--- src/rtl/bsg_nasti_write_arbiter.sv ---
// Two-requester NASTI write arbiter: AW arbitration, W burst locking, and B return routing via an order FIFO.
// Define BSG_NASTI_WRITE_ARBITER_FIXED_PRIO_EN to make requester 0 always win instead of round-robin.
module bsg_nasti_write_arbiter #(
  parameter int aw_width_p  = 64,
  parameter int w_width_p   = 137,
  parameter int b_width_p   = 7,
  parameter int order_els_p = 4
) (
  input  logic                    clk_i,
  input  logic                    reset_i,

  input  logic [1:0]              req_aw_valid_i,
  input  logic [2*aw_width_p-1:0] req_aw_data_i,
  output logic [1:0]              req_aw_ready_o,

  input  logic [1:0]              req_w_valid_i,
  input  logic [2*w_width_p-1:0]  req_w_data_i,
  output logic [1:0]              req_w_ready_o,

  output logic [1:0]              req_b_valid_o,
  output logic [2*b_width_p-1:0]  req_b_data_o,
  input  logic [1:0]              req_b_ready_i,

  output logic                    mem_aw_valid_o,
  output logic [aw_width_p-1:0]   mem_aw_data_o,
  input  logic                    mem_aw_ready_i,

  output logic                    mem_w_valid_o,
  output logic [w_width_p-1:0]    mem_w_data_o,
  input  logic                    mem_w_ready_i,

  input  logic                    mem_b_valid_i,
  input  logic [b_width_p-1:0]    mem_b_data_i,
  output logic                    mem_b_ready_o
);

  localparam int ptr_w = $clog2(order_els_p);
  localparam int cnt_w = ptr_w + 1;

  typedef enum logic {IDLE = 1'b0, BURST = 1'b1} state_e;

  state_e           state_r;
  logic             owner_r;
  logic [ptr_w-1:0] rd_ptr_r;
  logic [ptr_w-1:0] wr_ptr_r;
  logic [cnt_w-1:0] count_r;
  logic             order_mem [order_els_p];

  logic [aw_width_p-1:0] aw_data [2];
  logic [w_width_p-1:0]  w_data  [2];

  logic winner;
  logic fifo_full, fifo_empty, head;
  logic aw_en, w_en, b_en;
  logic aw_hs, w_last_hs, b_hs;

`ifdef BSG_NASTI_WRITE_ARBITER_FIXED_PRIO_EN
  assign winner = ~req_aw_valid_i[0];
`else
  logic rr_r;
  // rr_r names the requester that gets first claim on the next grant
  assign winner = req_aw_valid_i[rr_r] ? rr_r : ~rr_r;
`endif

  assign fifo_full  = (count_r == cnt_w'(order_els_p));
  assign fifo_empty = (count_r == '0);
  assign head       = order_mem[rd_ptr_r];

  assign aw_en = ~reset_i & (state_r == IDLE) & ~fifo_full;
  assign w_en  = ~reset_i & (state_r == BURST);
  assign b_en  = ~reset_i & ~fifo_empty;

  assign mem_aw_valid_o = aw_en & (|req_aw_valid_i);
  assign mem_aw_data_o  = aw_data[winner];
  assign aw_hs          = mem_aw_valid_o & mem_aw_ready_i;

  assign mem_w_valid_o  = w_en & req_w_valid_i[owner_r];
  assign mem_w_data_o   = w_data[owner_r];
  assign w_last_hs      = mem_w_valid_o & mem_w_ready_i & mem_w_data_o[0];

  assign mem_b_ready_o  = b_en & req_b_ready_i[head];
  assign b_hs           = mem_b_valid_i & mem_b_ready_o;

  genvar gi;
  generate
    for (gi = 0; gi < 2; gi++) begin : g_req
      assign aw_data[gi] = req_aw_data_i[gi*aw_width_p +: aw_width_p];
      assign w_data[gi]  = req_w_data_i[gi*w_width_p +: w_width_p];
      assign req_aw_ready_o[gi] = aw_en & (winner == 1'(gi)) & mem_aw_ready_i;
      assign req_w_ready_o[gi]  = w_en & (owner_r == 1'(gi)) & mem_w_ready_i;
      assign req_b_valid_o[gi]  = b_en & (head == 1'(gi)) & mem_b_valid_i;
      assign req_b_data_o[gi*b_width_p +: b_width_p] = mem_b_data_i;
    end
  endgenerate

  always_ff @(posedge clk_i) begin
    if (reset_i) begin
      state_r  <= IDLE;
      owner_r  <= 1'b0;
      rd_ptr_r <= '0;
      wr_ptr_r <= '0;
      count_r  <= '0;
`ifndef BSG_NASTI_WRITE_ARBITER_FIXED_PRIO_EN
      rr_r     <= 1'b0;
`endif
    end else begin
      case (state_r)
        IDLE: begin
          if (aw_hs) begin
            state_r <= BURST;
            owner_r <= winner;
          end
        end
        BURST: begin
          if (w_last_hs) state_r <= IDLE;
        end
        default: state_r <= IDLE;
      endcase
`ifndef BSG_NASTI_WRITE_ARBITER_FIXED_PRIO_EN
      if (aw_hs) rr_r <= ~winner;
`endif
      if (aw_hs) wr_ptr_r <= wr_ptr_r + ptr_w'(1);
      if (b_hs)  rd_ptr_r <= rd_ptr_r + ptr_w'(1);
      // push is already blocked when full, so simultaneous push/pop leaves count unchanged
      case ({aw_hs, b_hs})
        2'b10:   count_r <= count_r + cnt_w'(1);
        2'b01:   count_r <= count_r - cnt_w'(1);
        default: count_r <= count_r;
      endcase
    end
  end

  always_ff @(posedge clk_i) begin
    if (aw_hs) order_mem[wr_ptr_r] <= winner;
  end

endmodule

--- config.mk ---
export PLATFORM = sky130hd
export DESIGN_NAME = bsg_nasti_write_arbiter
export DESIGN_NICKNAME = d
export VERILOG_FILES = /design/src/rtl/bsg_nasti_write_arbiter.sv
export SDC_FILE = /design/constraint.sdc
export NUM_CORES = 1
export LEC_CHECK = 0
export CELL_PAD_IN_SITES_DETAIL_PLACEMENT = 0
export CELL_PAD_IN_SITES_GLOBAL_PLACEMENT = 1
export CORE_AREA = 4 4 246 248
export CTS_BUF_LIST = sky130_fd_sc_hd__clkbuf_4 sky130_fd_sc_hd__clkbuf_8
export CTS_CLUSTER_SIZE = 24
export DETAILED_ROUTE_END_ITERATION = 8
export DIE_AREA = 0 0 250 252
export GPL_ROUTABILITY_DRIVEN = 1
export PLACE_DENSITY = 0.59
export RECOVER_POWER = 25
export SLEW_MARGIN = 5
export SYNTH_ARGS = -nofsm -noshare
export SYNTH_HDL_FRONTEND = slang
export SYNTH_SLANG_ARGS = --single-unit
export TNS_END_PERCENT = 1
--- constraint.sdc ---
create_clock -name clk_i -period 3.3 [get_ports clk_i]
set_clock_uncertainty 0.2 [all_clocks]
set_input_delay 0.33 -clock clk_i [delete_from_list [all_inputs] [get_ports clk_i]]
set_output_delay 0.33 -clock clk_i [all_outputs]
set_load 0.01 [all_outputs]
==> impl_results.md <==
- CTS Sinks: 16
- Netlist cell types: 34
- Post-synth top area cell: mux2_2
- Synthesized area: 3330 µm²
- Kind of critical path: in2out
- Final Hold Viols: 0
- Maxcap violations: 0
- Die H: 252 µm
- Slew margin rel.: roughly two thirds
- Max Slew Vio Count: 0
- Crit. End Element: primary output
- Initial Util: 5.70%
- Clock transition at path regs: roughly 0.060 ns
- Total global-route track usage: 9.44%
- Setup Slack @ Placement: 0.381 ns
- Crit path DAT: 2.41 ns
- Setup bufs post-CTS: 0
- Post-route DRC: 0
- Final GP Congestion: about 0.89
- PostCTS Resize Cnt: 0
- CTS Buf Count: 3
- First-pass GRT wire length: between 40000 and 50000 µm
- Yosys top cell area share: about 46%
- Post-synthesis sequential area ratio: between 10 and 15%
- DP Wirelength: between 30000 and 40000 µm
- CTS hold repair buffers: 0
- Core region area: between 50000 and 60000 µm²
- Area delta synth->final: 215%
- Yosys reg bits: 16
- Synth area leaders: mux2_2 46%, nand2_1 22%, dfxtp_1 7.2%
- Post-Syn Instances: 460
- Routed WL: approximately 33000 µm
- Largest net degree at the start of global routing: 66
- Synth async-reset ratio: 0%
- RSZ-0062 raised after global routing: no
- Power Density: approximately 170 nW/µm²
- Post-layout worst setup margin: 0.360 ns
- IO Count: between 600 and 700
- Setup TNS: 0 ns
- Full die area: roughly 63000 µm²
- CP Launch Type: primary input
- WP data required: between 2 and 3 ns
- Post-synth EDFFs: 4
- Fin util: between 10% and 20%
- Yosys warns: 0
- Initial DRC Count: around 210
- FMAX: ~0.34 GHz
- Per-cell routed wire length: about 18 µm
- CTS tree: done
- Final setup viols: 0
- Die W: 250 µm
- Share of cells above drive strength 1: between 10 and 15%
- 1st-pass router iterations: 4
- CTS max path bufs: 2
- Max VDD drop: ~0.11 mV
- H-Tree Depth: 1
- Worst-margin pin slew: around 0.5 ns
- Total number of vias: roughly 5700
- Worst Path Max Fanout: 34
- Total grt overflow: 0
- Hold Path Class: reg2reg
- Pleak: slightly below 4 nW
- Row Count: 89
- Main flop type after synthesis: dfxtp_1
- Post-Syn Nets: approximately 890
- DRT antenna net count: 0
- Worst skew pair latency: about 0.24 ns
- Vias in the first global route: about 6000
- Syn Area/Cell: 7.24 µm²
- Clk root buf: clkbuf_8
- Vias per inst: between 3 and 4
- Period minus WS final: about 2.9 ns
- # port buffers: 622
- Status: finished, final reports clean
- Final #Nets: roughly 1500
- Final period utilization: between 80% and 90%
- Initial antenna violation count: 17
synth_stat cells (3+ instances only):
master	instances
mux2i_1	4
ha_1	5
and2_1	4
buf_2	15
buf_4	14
buf_1	7
mux2_2	137
inv_1	9
edfxtp_1	4
nand2_1	195
dfxtp_1	12
clkbuf_1	9
a21oi_1	4
nor2_1	17
or3_1	3
kinds of logic after synthesis:
group	count (synthesis)	synth area share [%]
flops	16	10.8
simple gates	227	27.0
buf+inv	55	8.34
fa+ha+maj	6	2.48
compound gates	10	2.03
mux	143	48.6
xor+xnor	3	0.789
stage by stage:
| stage | area (µm²) | total power (W) | hold WS (ns) | std cells |
|---|---|---|---|---|
| after global routing | 10500 | 0.00190 | 0.308 | 1831 |
| final | 10500 | 0.00179 | 0.280 | 1834 |
| after floorplan | 3330 | 0.000659 | 0.236 | 460 |
| after CTS | 10500 | 0.00183 | 0.284 | 1830 |
| after detailed placement | 10500 | 0.00167 | 0.269 | 1826 |
| after global placement | 10500 | 0.00168 | 0.260 | 1826 |
worst paths after layout:
| kind | startpoint | to | slack, ns | cells after the start |
|---|---|---|---|---|
| setup / recovery | req_aw_valid_i[0] | mem_aw_data_o[0] | 0.36 | 8 |
| hold / removal | rd_ptr_r[1]$_SDFFE_PP0P_ | flop | 0.28 | 1 |
| hold reg to reg | rd_ptr_r[1]$_SDFFE_PP0P_ | flop | 0.28 | 1 |
| setup reg to reg | order_mem[0]$_DFFE_PP_ | count_r[2]$_SDFFE_PP0P_ | 0.50 | 9 |
power by group:
part	internal (W)	switching (W)
combinational	0.000929	0.000490
clock	0.0000823	0.0000636
sequential	0.000208	0.0000134
area by class of cell:
type,count,area [µm²]
multi-input cells,389,2710
diodes,4,10.0
clock buffers,3,41.3
well taps,773,967
flip-flops and latches,16,364
clock inverters,1,3.75
inverters,10,37.5
fillers,6615,48000
repair buffers,638,6360
layer usage:
layer  global-route usage (%)  share of wire (%)  up-vias
met3                     4.39                 11       47
met2                     16.4                 47      373
met5                        0               0.26        -
met1                     10.7                 39     2516
li1                         -                  -     2706
met4                     1.95                2.5       14
worst max-delay path, stage by stage:
cell and delay, ns:
dlygate4sd3_1 0.57, inv_1 0.12, mux2i_4 0.10, inv_2 0.30, buf_12 0.23, nand2_1 0.10
nand2_1 0.09, clkdlybuf4s50_1 0.54
cells in the final DEF, fill, tap and decap left out, types with 2 or more instances in the layout:
cell type / netlist / final
xor2_1: 2 / 2
clkdlybuf4s50_1: 0 / 602
mux2_2: 137 / 130
dlygate4sd3_1: 0 / 20
nand2_1: 195 / 195
o21ai_0: 2 / 2
nor2_1: 17 / 17
and2_0: 0 / 4
a21oi_1: 4 / 4
edfxtp_1: 4 / 4
ha_1: 5 / 5
clkbuf_8: 0 / 3
mux2_1: 0 / 7
diode_2: 0 / 4
inv_1: 9 / 9
or3_1: 3 / 3
clkbuf_1: 9 / 5
mux2i_1: 4 / 3
buf_12: 0 / 3
buf_4: 14 / 8
dfxtp_1: 12 / 11
Note: power is estimated with default switching activity, not from simulation.
